$ cat src/rtl/smi_arbiter.sv
// Round-robin arbiter sharing one SMI/MDIO read-write engine between N_REQ requesters.
// One transaction in flight at a time; completion, read data and timeout go back to the granted requester.
module smi_arbiter #(
    parameter int N_REQ       = 2,
    parameter int TIMEOUT_CYC = 100000
) (
    input  logic                  clk,
    input  logic                  rst_n,
    input  logic                  smi_ready,
    input  logic [N_REQ-1:0]      req,
    input  logic [N_REQ-1:0]      we,
    input  logic [5*N_REQ-1:0]    phy_addr,
    input  logic [5*N_REQ-1:0]    reg_addr,
    input  logic [16*N_REQ-1:0]   wdata,
    output logic [N_REQ-1:0]      ack,
    output logic                  err,
    output logic [15:0]           rdata,
    output logic                  busy,
    output logic [4:0]            smi_phy_addr,
    output logic [4:0]            smi_reg_addr,
    output logic [15:0]           smi_write_data,
    output logic                  smi_write_req,
    output logic                  smi_read_req,
    input  logic [15:0]           smi_read_data,
    input  logic                  smi_data_valid,
    input  logic                  smi_done
);
    localparam int IW = (N_REQ > 1) ? $clog2(N_REQ) : 1;
    localparam int TW = $clog2(TIMEOUT_CYC + 1);
    localparam logic [TW-1:0] T_LAST    = TW'(TIMEOUT_CYC - 1);
    localparam logic [IW-1:0] LAST_INIT = IW'(N_REQ - 1);

    typedef enum logic [1:0] {IDLE, ISSUE, BUSY, RESP} state_t;

    state_t            state_q, state_d;
    logic [IW-1:0]     grant_q, grant_d;
    logic [IW-1:0]     last_q, last_d;
    logic [TW-1:0]     timer_q, timer_d;
    logic [N_REQ-1:0]  ack_q, ack_d;
    logic              err_q, err_d;
    logic [15:0]       rdata_q, rdata_d;
    logic              busy_q, busy_d;
    logic [4:0]        phy_q, phy_d;
    logic [4:0]        reg_q, reg_d;
    logic [15:0]       wdata_q, wdata_d;
    logic              wr_q, wr_d;
    logic              rd_q, rd_d;

    logic              start;
    logic              timeout;
    logic [IW-1:0]     sel;

    // First set request scanning upward from the one after the last served requester.
    function automatic logic [IW-1:0] rr_pick(input logic [N_REQ-1:0] r, input logic [IW-1:0] last);
        logic [IW-1:0] pick;
        logic          found;
        int            j;
        pick  = last;
        found = 1'b0;
        for (int k = 1; k <= N_REQ; k++) begin
            j = (int'(last) + k) % N_REQ;
            if (!found && r[j]) begin
                pick  = IW'(j);
                found = 1'b1;
            end
        end
        return pick;
    endfunction

    assign start   = smi_ready && (|req);
    assign sel     = rr_pick(req, last_q);
    assign timeout = (timer_q == T_LAST);

    always_ff @(posedge clk or negedge rst_n) begin
        if (!rst_n) state_q <= IDLE;
        else        state_q <= state_d;
    end

    always_comb begin
        state_d = state_q;
        case (state_q)
            IDLE:    if (start) state_d = ISSUE;
            ISSUE:   state_d = BUSY;
            BUSY:    if (smi_done || timeout) state_d = RESP;
            RESP:    state_d = IDLE;
            default: state_d = IDLE;
        endcase
    end

    always_comb begin
        grant_d = grant_q;
        last_d  = last_q;
        timer_d = timer_q;
        ack_d   = '0;
        err_d   = 1'b0;
        rdata_d = rdata_q;
        phy_d   = phy_q;
        reg_d   = reg_q;
        wdata_d = wdata_q;
        wr_d    = 1'b0;
        rd_d    = 1'b0;
        busy_d  = (state_d != IDLE);
        case (state_q)
            IDLE: begin
                if (start) begin
                    grant_d = sel;
                    phy_d   = phy_addr[5*int'(sel) +: 5];
                    reg_d   = reg_addr[5*int'(sel) +: 5];
                    wdata_d = wdata[16*int'(sel) +: 16];
                    wr_d    = we[sel];
                    rd_d    = !we[sel];
                end
            end
            ISSUE: timer_d = '0;
            BUSY: begin
                timer_d = timer_q + TW'(1);
                if (smi_data_valid) rdata_d = smi_read_data;
                // A completion on the final timer cycle still counts as success.
                if (smi_done) begin
                    ack_d[grant_q] = 1'b1;
                end else if (timeout) begin
                    ack_d[grant_q] = 1'b1;
                    err_d          = 1'b1;
                end
            end
            RESP: last_d = grant_q;
            default: ;
        endcase
    end

    always_ff @(posedge clk or negedge rst_n) begin
        if (!rst_n) begin
            grant_q <= '0;
            last_q  <= LAST_INIT;
            timer_q <= '0;
            ack_q   <= '0;
            err_q   <= 1'b0;
            rdata_q <= '0;
            busy_q  <= 1'b0;
            phy_q   <= '0;
            reg_q   <= '0;
            wdata_q <= '0;
            wr_q    <= 1'b0;
            rd_q    <= 1'b0;
        end else begin
            grant_q <= grant_d;
            last_q  <= last_d;
            timer_q <= timer_d;
            ack_q   <= ack_d;
            err_q   <= err_d;
            rdata_q <= rdata_d;
            busy_q  <= busy_d;
            phy_q   <= phy_d;
            reg_q   <= reg_d;
            wdata_q <= wdata_d;
            wr_q    <= wr_d;
            rd_q    <= rd_d;
        end
    end

    assign ack            = ack_q;
    assign err            = err_q;
    assign rdata          = rdata_q;
    assign busy           = busy_q;
    assign smi_phy_addr   = phy_q;
    assign smi_reg_addr   = reg_q;
    assign smi_write_data = wdata_q;
    assign smi_write_req  = wr_q;
    assign smi_read_req   = rd_q;

endmodule

$ cat config.mk
export PLATFORM = sky130hd
export DESIGN_NAME = smi_arbiter
export DESIGN_NICKNAME = d
export VERILOG_FILES = /design/src/rtl/smi_arbiter.sv
export SDC_FILE = /design/constraint.sdc
export NUM_CORES = 1
export LEC_CHECK = 0
export BUFFER_PORTS_ARGS = -buffer_cell sky130_fd_sc_hd__buf_4
export CORE_UTILIZATION = 48
export CTS_CLUSTER_DIAMETER = 40
export CTS_CLUSTER_SIZE = 14
export DETAILED_ROUTE_END_ITERATION = 6
export HOLD_SLACK_MARGIN = 0.05
export PLACE_DENSITY_LB_ADDON = 0.2
export SLEW_MARGIN = 20
export SYNTH_ARGS = -nofsm -noshare
export SYNTH_HDL_FRONTEND = slang
export SYNTH_SLANG_ARGS = --single-unit
$ cat constraint.sdc
create_clock -name clk -period 2.2 [get_ports clk]
set_input_delay 0.66 -clock clk [delete_from_list [all_inputs] [get_ports clk]]
set_output_delay 0.66 -clock clk [all_outputs]
set_load 0.01 [all_outputs]
==> reports/qor.yml, run 1 <==
run_status:
  status: "completed"
cts:
  clockBufferDepth: 2
  cts_buffers: 9
  cts_htree_levels: 3
  clkLatencyLatePin_ns: 0.33
  clkTransAtPathRegs_ns: 0.07
  numClockSinks: 69
  cts_tree: "done"
  cts-root-buf: "clkbuf_8"
  hold_buffers: 0
  postCtsSetupRepairBufs: 0
  cts_resized: 0
critical_path:
  timing.rr.start: "state_q[0]"
  r2r_end: "timer_q[16]"
  slowest_delay_ns: 0.38
  crit_fanout: 6
  path_buf_inv: 1
  reg2regPathDepth: 6
  start_kind: "flop"
  cp-end-kind: "flop"
  r2r_slack_ns: 0.36
  crit_type: "reg -> reg"
  worstPathArrival_ns: 2.09
  critical-path-slowest-cell: "dfrtp_1"
  critPathTopFamily: "simple AND/OR/NAND/NOR gates"
  critical_path_required_ns: 2.45
  crit_chain: "inv_1 -> ha_1 -> and3_1 -> nand4_1 -> or3_1 -> a21oi_1"
finish:
  drive_gt1_share_pct: 39.6
  nets: 489
  num_antenna_cells: 0
  fillers: 506
  syn_to_final_growth_pct: 38.3
  mostFrequentLayoutCells: "buf_4 (127), dfrtp_1 (68), o21ai_0 (42)"
  final_common_cell: "buf_4"
drt:
  vias: 2583
  remaining_drc_errors: 0
  first_pass_iters: 4
  wl_per_cell_um: 14.0
  ant_nets: 0
  dr.first_iter.drc_count: 210
  wl_um: 6860
  viasPerCell: 5.28
sta:
  finalCritPeriodShare_pct: 83.6
  hold_viol: 0
  fmax_ghz: 0.543
  tns_ns: 0
  worst_pin_slew_ns: 0.503
  setup_viol_count_final: 0
  fin_crit_ns: 1.84
  rsz0062_at_grt: "no"
  fin_worst_skew_ns: 0.00666
  drv_slew: 0
  slew_headroom_pct: 66.3
floorplan:
  initial_core_util_pct: 49.4
  num_rows: 29
  num_io_pins: 125
  die_w_um: 82.6
  coreArea_um2: 6310
  die_h_um: 82.6
  fp.dieArea_um2: 6820
grt:
  grt_first_pass_wirelength_um: 10600
  grt-ovfl-total: 0
  antenna_found_initial: 0
  grt_max_degree: 56
  grtUsageTotal_pct: 21.0
  grt_pass1_vias: 2400
synthesis:
  synth_area_um2: 3120
  synth_warnings: 0
  synth_nets: 363
  synth_cell_types: 32
  synth_area_per_cell_um2: 11.1
  synth.ff_latch_count: 69
  synth_edf_count: 0
  postSynthCellCount: 282
  yosysSeqAreaShare_pct: 55.4
  async_flop_share_pct: 100
  synth_ff_type: "dfrtp_1"
pwr:
  power_w: 0.00492
  p_leak_nw: 2.19
  vdd_ir_drop_max_uv: 675
  p_per_area_nw_per_um2: 1140
placement:
  gp_congestion: 0.906
  portBuffers: 124
  dp_hpwl_um: 5160
job:
  drv_cap: 0
hold_path:
  min_path_type: "in -> async"
## metrics by stage
step,hold WS (ns),cell area [um2],utilization [%],worst slack [ns],cells
after detailed placement,0.471,4160,65.8,0.380,474
after global placement,0.464,4160,65.8,0.468,474
after global routing,0.238,4310,68.3,0.214,489
after floorplan,0.364,3120,-,0.572,282
after CTS,0.221,4310,68.3,0.368,489
final,0.222,4310,68.3,0.360,489
## sequential cells by signal (all words and copies together), names as in the netlist
signal          flops
state_q             2
ack                 2
smi_reg_addr        5
smi_read_req        1
grant_q             1
smi_phy_addr        5
busy                1
smi_write_req       1
smi_write_data     16
rdata              16
timer_q            17
last_q              1
err                 1
## worst max path at each step
| stage | slack (ns) | start | endpoint | cells past startpoint |
|---|---|---|---|---|
| 3_5_place_dp | 0.38 | state_q[0] | timer_q[15] | 6 |
| 4_1_cts | 0.37 | state_q[0] | timer_q[16] | 6 |
| 6_report | 0.36 | state_q[0] | timer_q[16] | 6 |
| 5_1_grt | 0.21 | state_q[0] | timer_q[16] | 6 |
| 3_3_place_gp | 0.47 | state_q[0] | timer_q[16] | 6 |
| 2_1_floorplan | 0.57 | state_q[0] | timer_q[13] | 7 |
## layout make-up
class	instances	area, um2	share of cell area [%]
flip-flops and latches	69	1730	40.1
inverters	7	26.3	0.609
clock buffers	11	131	3.05
clock inverters	4	26.3	0.609
multi-input cells	191	1290	30.0
well taps	77	96.3	2.23
repair buffers	130	1010	23.5
## cells in the mapped netlist (all sizes together), types with 3 or more instances
cell | number | area (um2)
mux2 | 17 | 191
and3 | 3 | 18.8
inv | 7 | 26.3
nand2 | 36 | 135
mux2i | 29 | 290
xor2 | 4 | 35.0
nand3 | 6 | 30.0
or3 | 5 | 31.3
nor3 | 3 | 15.0
nand4 | 8 | 65.1
and4 | 4 | 35.0
buf | 8 | 58.8
dfrtp | 68 | 1700
ha | 4 | 50.1
nor2 | 9 | 33.8
clkbuf | 7 | 26.3
a21oi | 9 | 45.0
o21ai | 42 | 210
## per-layer routing
| layer | track usage, % | wire length (um) | vias to the layer above |
|---|---|---|---|
| met2 | 34.5 | 3370 | 123 |
| met4 | 9.83 | 129 | 0 |
| met3 | 6.81 | 626 | 16 |
| met5 | 0 | 0 | - |
| li1 | - | - | 1252 |
| met1 | 24.9 | 2740 | 1192 |
## where the power goes
| part | switching [W] | internal [W] |
|---|---|---|
| combinational | 0.00104 | 0.00106 |
| sequential | 0.000255 | 0.00173 |
| clock | 0.000445 | 0.000401 |
| total | 0.00174 | 0.00319 |
## cell families after synthesis
group,share of synthesized area [%]
buffers and inverters,3.57
XOR/XNOR,1.12
multiplexers,15.4
adder cells (fa/ha/maj),1.60
flip-flops,55.4
AND/OR/NAND/NOR,13.4
AO/OA/AOI/OAI,9.51
Power figures use the tool's default switching activity.
==> run 2: changes to the inputs <==
- clock period: 2.2 -> 1.9 ns (I/O delays scaled with it)
==> run 2 against run 1 <==
Effect of this change: sequential power rose by 16%; largest cell class unchanged; critical path depth unchanged; largest power group unchanged; maximum frequency up 4.0%; final cell count up 1.0%; critical endpoint is now timer_q[15]; first-iteration DRC count fell by 35%.
==> reports/qor.yml, run 2 (synthesis gave the netlist of run 1 again) <==
finish:
  num_antenna_cells: 0  # unchanged
  final_common_cell: "buf_4"
  syn_to_final_growth_pct: 39.8
  drive_gt1_share_pct: 41.0  # +1.4 points
  final_cells: 494  # +1.0%
  design_area_um2: 4360  # +1.1%
  largest_register: "timer_q"
  largest_reg_flops: 17  # unchanged
  mostFrequentLayoutCells: "buf_4 (132), dfrtp_1 (68), o21ai_0 (42)"
  nets: 493  # +0.82%
pwr:
  p_sw_share_pct: 35.1  # -0.14 points
  p_per_area_nw_per_um2: 1340  # +18%
  internal-power_w: 0.00380  # +19%
  clock_power_share_pct: 18.8  # +1.6 points
  vdd_ir_drop_max_uv: 767  # +14%
  power_switching_w: 0.00206  # +19%
  p_leak_nw: 2.21  # +1.2%
  power_frac_seq_pct: 39.1  # -1.2 points
  combPwrFrac_pct: 42.1  # -0.4 points
drt:
  remaining_drc_errors: 0  # unchanged
  viasPerCell: 5.10  # -3.5%
  first_pass_iters: 4  # unchanged
  vias: 2518  # -2.5%
  ant_nets: 0  # unchanged
  dr.first_iter.drc_count: 137  # -35%
  wl_per_cell_um: 13.7  # -2.3%
  wl_um: 6770  # -1.3%
grt:
  grt-ovfl-total: 0  # unchanged
  grtUsageTotal_pct: 20.7  # -0.27 points
  antenna_found_initial: 0  # unchanged
  grt_first_pass_wirelength_um: 10400  # -1.5%
  grt_max_degree: 40  # -29%
  grt_pass1_vias: 2245  # -6.5%
placement:
  dpl.cell_count: 478  # +0.84%
  dp_hpwl_um: 5130  # -0.53%
  portBuffers: 124  # unchanged
  dpl_cell_area_um2: 4170  # +0.42%
  gp_congestion: 0.783  # -14%
sta:
  slew_headroom_pct: 69.9  # +3.6 points
  fin_hold_ws_ns: 0.174  # -0.0481 ns
  setup_viol_count_final: 0  # unchanged
  hold_viol: 0  # unchanged
  finalCritPeriodShare_pct: 93.2  # +9.5 points
  drv_slew: 0  # unchanged
  worst_pin_slew_ns: 0.452  # -0.0515 ns
  fmax_ghz: 0.565  # +4.0%
  tns_ns: 0  # unchanged
  fin_worst_skew_ns: 0.00755  # +0.000900 ns
  fin_crit_ns: 1.77  # -0.0703 ns
  rsz0062_at_grt: "no"
cts:
  cts_resized: 0  # unchanged
  cts_htree_levels: 3  # unchanged
  numClockSinks: 69  # unchanged
  cts_tree: "done"
  cts_buffers: 9  # unchanged
  clockBufferDepth: 2  # unchanged
  postCtsSetupRepairBufs: 0  # unchanged
  clkLatencyLatePin_ns: 0.34  # about the same
  hold_buffers: 0  # unchanged
  clkTransAtPathRegs_ns: 0.07  # about the same
  cts-root-buf: "clkbuf_8"
floorplan:
  die_w_um: 82.6  # unchanged
  die_h_um: 82.6  # unchanged
  initial_core_util_pct: 49.4  # unchanged
  num_io_pins: 125  # unchanged
  coreArea_um2: 6310  # unchanged
  fp.dieArea_um2: 6820  # unchanged
  num_rows: 29  # unchanged
critical_path:
  start_kind: "flop"
  crit_fanout: 6  # unchanged
  cp-end-kind: "flop"
  r2r_slack_ns: 0.13  # -0.23 ns
  critical_path_required_ns: 2.17  # -0.28 ns
  crit_type: "reg -> reg"
  worstPathArrival_ns: 2.04  # -0.05 ns
job:
  drv_cap: 0  # unchanged
run_status:
  status: "completed"
hold_path:
  min_path_type: "in -> async"
run 2: routing by layer:
metal	vias to the layer above	share of wire (%)	global-route usage [%]
met4	0	1.1	7.93
met3	7	8.5	7.69
li1	1252	-	-
met2	101	48	31.6
met5	-	0	0
met1	1158	42	26.9
run 2: final timing paths:
kind / start / cells past startpoint / endpoint
setup / recovery: state_q[0] / 6 / timer_q[15]
hold / removal: rst_n / 1 / timer_q[5]
setup reg to reg: state_q[0] / 6 / timer_q[15]
hold reg to reg: smi_write_data[14] / 2 / smi_write_data[14]
max in group asynchronous: rst_n / 2 / smi_write_data[12]
min in group clk: smi_done / 2 / err
run 2: final cells by class:
class	instances	area, um2
clock inverters	5	33.8
inverters	7	26.3
clock buffers	11	151
multi-input cells	191	1290
flip-flops and latches	69	1730
fillers	508	1950
well taps	77	96.3
repair buffers	134	1030
run 2: power groups by stage:
| stage | Combinational, W | Clock, W | Sequential (W) |
|---|---|---|---|
| floorplan | 0.00104 | 0 | 0.00250 |
| detailed placement | 0.00249 | 0 | 0.00231 |
| CTS | 0.00250 | 0.00112 | 0.00229 |
| global placement | 0.00242 | 0 | 0.00229 |
| global route | 0.00273 | 0.00119 | 0.00236 |
| finish | 0.00247 | 0.00110 | 0.00229 |
run 2: critical path, stage by stage, from the launching register on:
cell     delay [ns]
dfrtp_1        0.37
inv_1          0.09
ha_1           0.32
and3_2         0.27
nand4_1        0.15
or3_1          0.34
a21oi_1        0.15
run 2: through the flow:
stage	total power [W]	worst slack (ns)	utilization (%)
floorplan	0.00354	0.272	-
global placement	0.00472	0.191	66.1
detailed placement	0.00480	0.0770	66.1
CTS	0.00591	0.0681	69.0
global route	0.00628	0.0112	69.1
finish	0.00586	0.130	69.1
==> run 3: changes to the inputs <==
- ABC_AREA: not set -> 1
- CORE_UTILIZATION: 48 -> 50
==> run 3 against run 2 <==
Effect of this change: utilization grew 2.7 points; final cell count up 15%; wire length is 22% higher; clock power is 19% higher; clock skew is 0.00064 ns higher; die area grew 5.7%; maximum frequency up 1.0%; the flow now finishes with violations (DRC); sequential cell count stayed put; sequential share of layout area shrank 2.6 points.
==> reports/qor.yml, run 3 <==
finish:
  nets: 565  # +15%
  final_common_cell: "buf_4"
  drive_gt1_share_pct: 41.7  # +0.71 points
  final_cells: 566  # +15%
  num_antenna_cells: 0  # unchanged
  largest_register: "timer_q"
  syn_to_final_growth_pct: 35.5
  largest_reg_flops: 17  # unchanged
  mostFrequentLayoutCells: "buf_4 (134), nand2_1 (83), dfrtp_1 (68)"
pwr:
  clock_power_share_pct: 20.4  # +1.6 points
  power_frac_seq_pct: 35.8  # -3.3 points
  p_per_area_nw_per_um2: 1380  # +2.5%
  p_sw_share_pct: 37.0  # +1.9 points
  power_switching_w: 0.00238  # +15%
  p_leak_nw: 2.32  # +4.9%
  internal-power_w: 0.00404  # +6.3%
  vdd_ir_drop_max_uv: 999  # +30%
  combPwrFrac_pct: 43.8  # +1.7 points
critical_path:
  crit_chain: "inv_1 -> ha_1 -> inv_2 -> nor2_2 -> inv_2 -> o21ai_1 -> a22oi_1"
  critPathTopFamily: "adder cells"
  critical_path_required_ns: 2.12  # -0.05 ns
  reg2regPathDepth: 7  # +1
  start_kind: "flop"
  worstPathArrival_ns: 1.98  # -0.06 ns
  slowest_delay_ns: 0.46  # +0.09 ns
  cp-end-kind: "flop"
  path_buf_inv: 3  # +2
  timing.rr.start: "state_q[0]"
  crit_type: "reg -> reg"
  r2r_slack_ns: 0.15  # +0.02 ns
  cpMostUsedCell: "inv_2"
  crit_fanout: 10  # +4
  critical-path-slowest-cell: "ha_1"
  r2r_end: "timer_q[8]"
placement:
  dpl.cell_count: 545  # +14%
  portBuffers: 124  # unchanged
  dp_hpwl_um: 6200  # +21%
  gp_congestion: 0.842  # +7.6%
run_status:
  failed_checks: "DRC"
  status: "complete, but fails checks"
drt:
  viasPerCell: 5.24  # +2.8%
  ant_nets: 0  # unchanged
  remaining_drc_errors: 14  # +14
  wl_per_cell_um: 14.6  # +6.3%
  dr.first_iter.drc_count: 224  # +64%
  top_layer_used: "met4"
  wl_um: 8250  # +22%
  vias: 2966  # +18%
  first_pass_iters: 7  # +3
  route.met2.wl_um: 4040  # +24%
  wl_met1_um: 3440  # +20%
  met3RoutedLength_um: 592  # +2.8%
synthesis:
  postSynthCellCount: 352  # +25%
  synth_edf_count: 0  # unchanged
  synth_top_area_share_pct: 49.5  # -5.1 points
  synth_cell_types: 35  # +9.4%
  synth_nets: 433  # +19%
  synth_top_cell_by_area: "dfrtp_1"
  synth.area.top_cells: "dfrtp_1 (49%), nand2_1 (9.1%), o211ai_2 (7.3%), mux2_1 (3.3%), or2_1 (3.3%)"
  synth_area_um2: 3440  # +10%
  synthMostInstantiatedCell: "nand2_1"
  async_flop_share_pct: 100  # unchanged
  yosysSeqAreaShare_pct: 50.2  # -5.2 points
  synth_commonest_cells: "nand2_1 (83), dfrtp_1 (68), nor2_1 (27), o211ai_2 (20), or2_1 (18)"
  synth_area_per_cell_um2: 9.77  # -12%
  synth_warnings: 0  # unchanged
  synth_ff_type: "dfrtp_1"
  synth.ff_latch_count: 69  # unchanged
cts:
  numClockSinks: 69  # unchanged
  clockBufferDepth: 2  # unchanged
  cts_buffers: 9  # unchanged
  cts-root-buf: "clkbuf_8"
  clkLatencyLatePin_ns: 0.35  # about the same
  hold_buffers: 0  # unchanged
  clkTransAtPathRegs_ns: 0.08  # about the same
  cts_htree_levels: 3  # unchanged
  cts_tree: "done"
sta:
  fin_worst_skew_ns: 0.00819  # +0.000637 ns
  worst_pin_slew_ns: 0.430  # -0.0217 ns
  fmax_ghz: 0.571  # +1.0%
  tns_ns: 0  # unchanged
  finalCritPeriodShare_pct: 92.2  # -0.94 points
  hold_viol: 0  # unchanged
  slew_headroom_pct: 71.2  # +1.3 points
  fin_crit_ns: 1.75  # -0.0178 ns
  rsz0062_at_grt: "no"
  fin_hold_ws_ns: 0.0761  # -0.0976 ns
  drv_slew: 0  # unchanged
  setup_viol_count_final: 0  # unchanged
floorplan:
  coreArea_um2: 6490  # +2.9%
  fp.dieArea_um2: 7210  # +5.7%
  die_h_um: 84.9  # +2.8%
  die_w_um: 84.9  # +2.8%
  num_rows: 29  # unchanged
  num_io_pins: 125  # unchanged
  initial_core_util_pct: 53.0  # +3.6 points
grt:
  grt-ovfl-total: 0  # unchanged
  grt_max_degree: 36  # -10%
  grt_pass1_vias: 2830  # +26%
  antenna_found_initial: 0  # unchanged
  grtUsageTotal_pct: 23.8  # +3.1 points
  grt_first_pass_wirelength_um: 13300  # +28%
hold_path:
  min_path_type: "in -> async"
job:
  drv_cap: 0  # unchanged
==> run 3: power groups by stage <==
stage / clock network [W] / registers, W / logic, W
2_1_floorplan: 0 / 0.00252 / 0.00142
3_3_place_gp: 0 / 0.00230 / 0.00273
3_5_place_dp: 0 / 0.00233 / 0.00278
4_1_cts: 0.00133 / 0.00230 / 0.00279
5_1_grt: 0.00140 / 0.00237 / 0.00308
6_report: 0.00131 / 0.00230 / 0.00281
==> run 3: worst max path at each step <==
stage | to | start | depth (start not counted)
3_3_place_gp | timer_q[8] | state_q[0] | 7
3_5_place_dp | smi_phy_addr[3] | req[0] | 6
6_report | timer_q[8] | state_q[0] | 7
2_1_floorplan | timer_q[8] | state_q[0] | 8
5_1_grt | timer_q[8] | state_q[0] | 7
4_1_cts | smi_reg_addr[0] | state_q[0] | 7
==> run 3: layout make-up <==
class                   count  area, um2
well taps                  77       96.3
repair buffers            135       1030
clock buffers              10        128
multi-input cells         245       1500
flip-flops and latches     69       1730
clock inverters             6       87.6
fillers                   507       1830
inverters                  24       95.1
==> run 3: worst reg2reg max path: stages, from the launching register on <==
cell,delay (ns)
dfrtp_1,0.35
inv_1,0.07
ha_1,0.46
inv_2,0.15
nor2_2,0.23
inv_2,0.14
o21ai_1,0.15
a22oi_1,0.09
==> run 3: timing repair <==
action,in CTS,in global routing
gates resized for setup,0,2
setup endpoints to repair,0,4
setup buffers,0,5
==> run 3: layer usage <==
layer | vias to the layer above | global-route usage [%]
met5 | - | 0
met1 | 1395 | 29.9
met4 | 0 | 7.70
met3 | 18 | 7.20
met2 | 121 | 39.5
li1 | 1432 | -
==> run 3: cell families after synthesis <==
group	count (synthesis)	synth area share [%]
AO/OA/AOI/OAI	52	12.8
flip-flops	69	50.2
AND/OR/NAND/NOR	173	24.1
adder cells (fa/ha/maj)	4	1.46
buffers and inverters	38	6.11
multiplexers	16	5.24
==> run 3: through the flow <==
stage	util [%]	total power [W]	setup slack, ns	cell area [um2]
after global routing	71.8	0.00685	0.00129	4660
after CTS	71.2	0.00642	0.143	4620
after detailed placement	67.8	0.00510	0.149	4410
after floorplan	-	0.00394	0.443	3440
after global placement	67.8	0.00503	0.181	4410
final	71.8	0.00642	0.148	4660
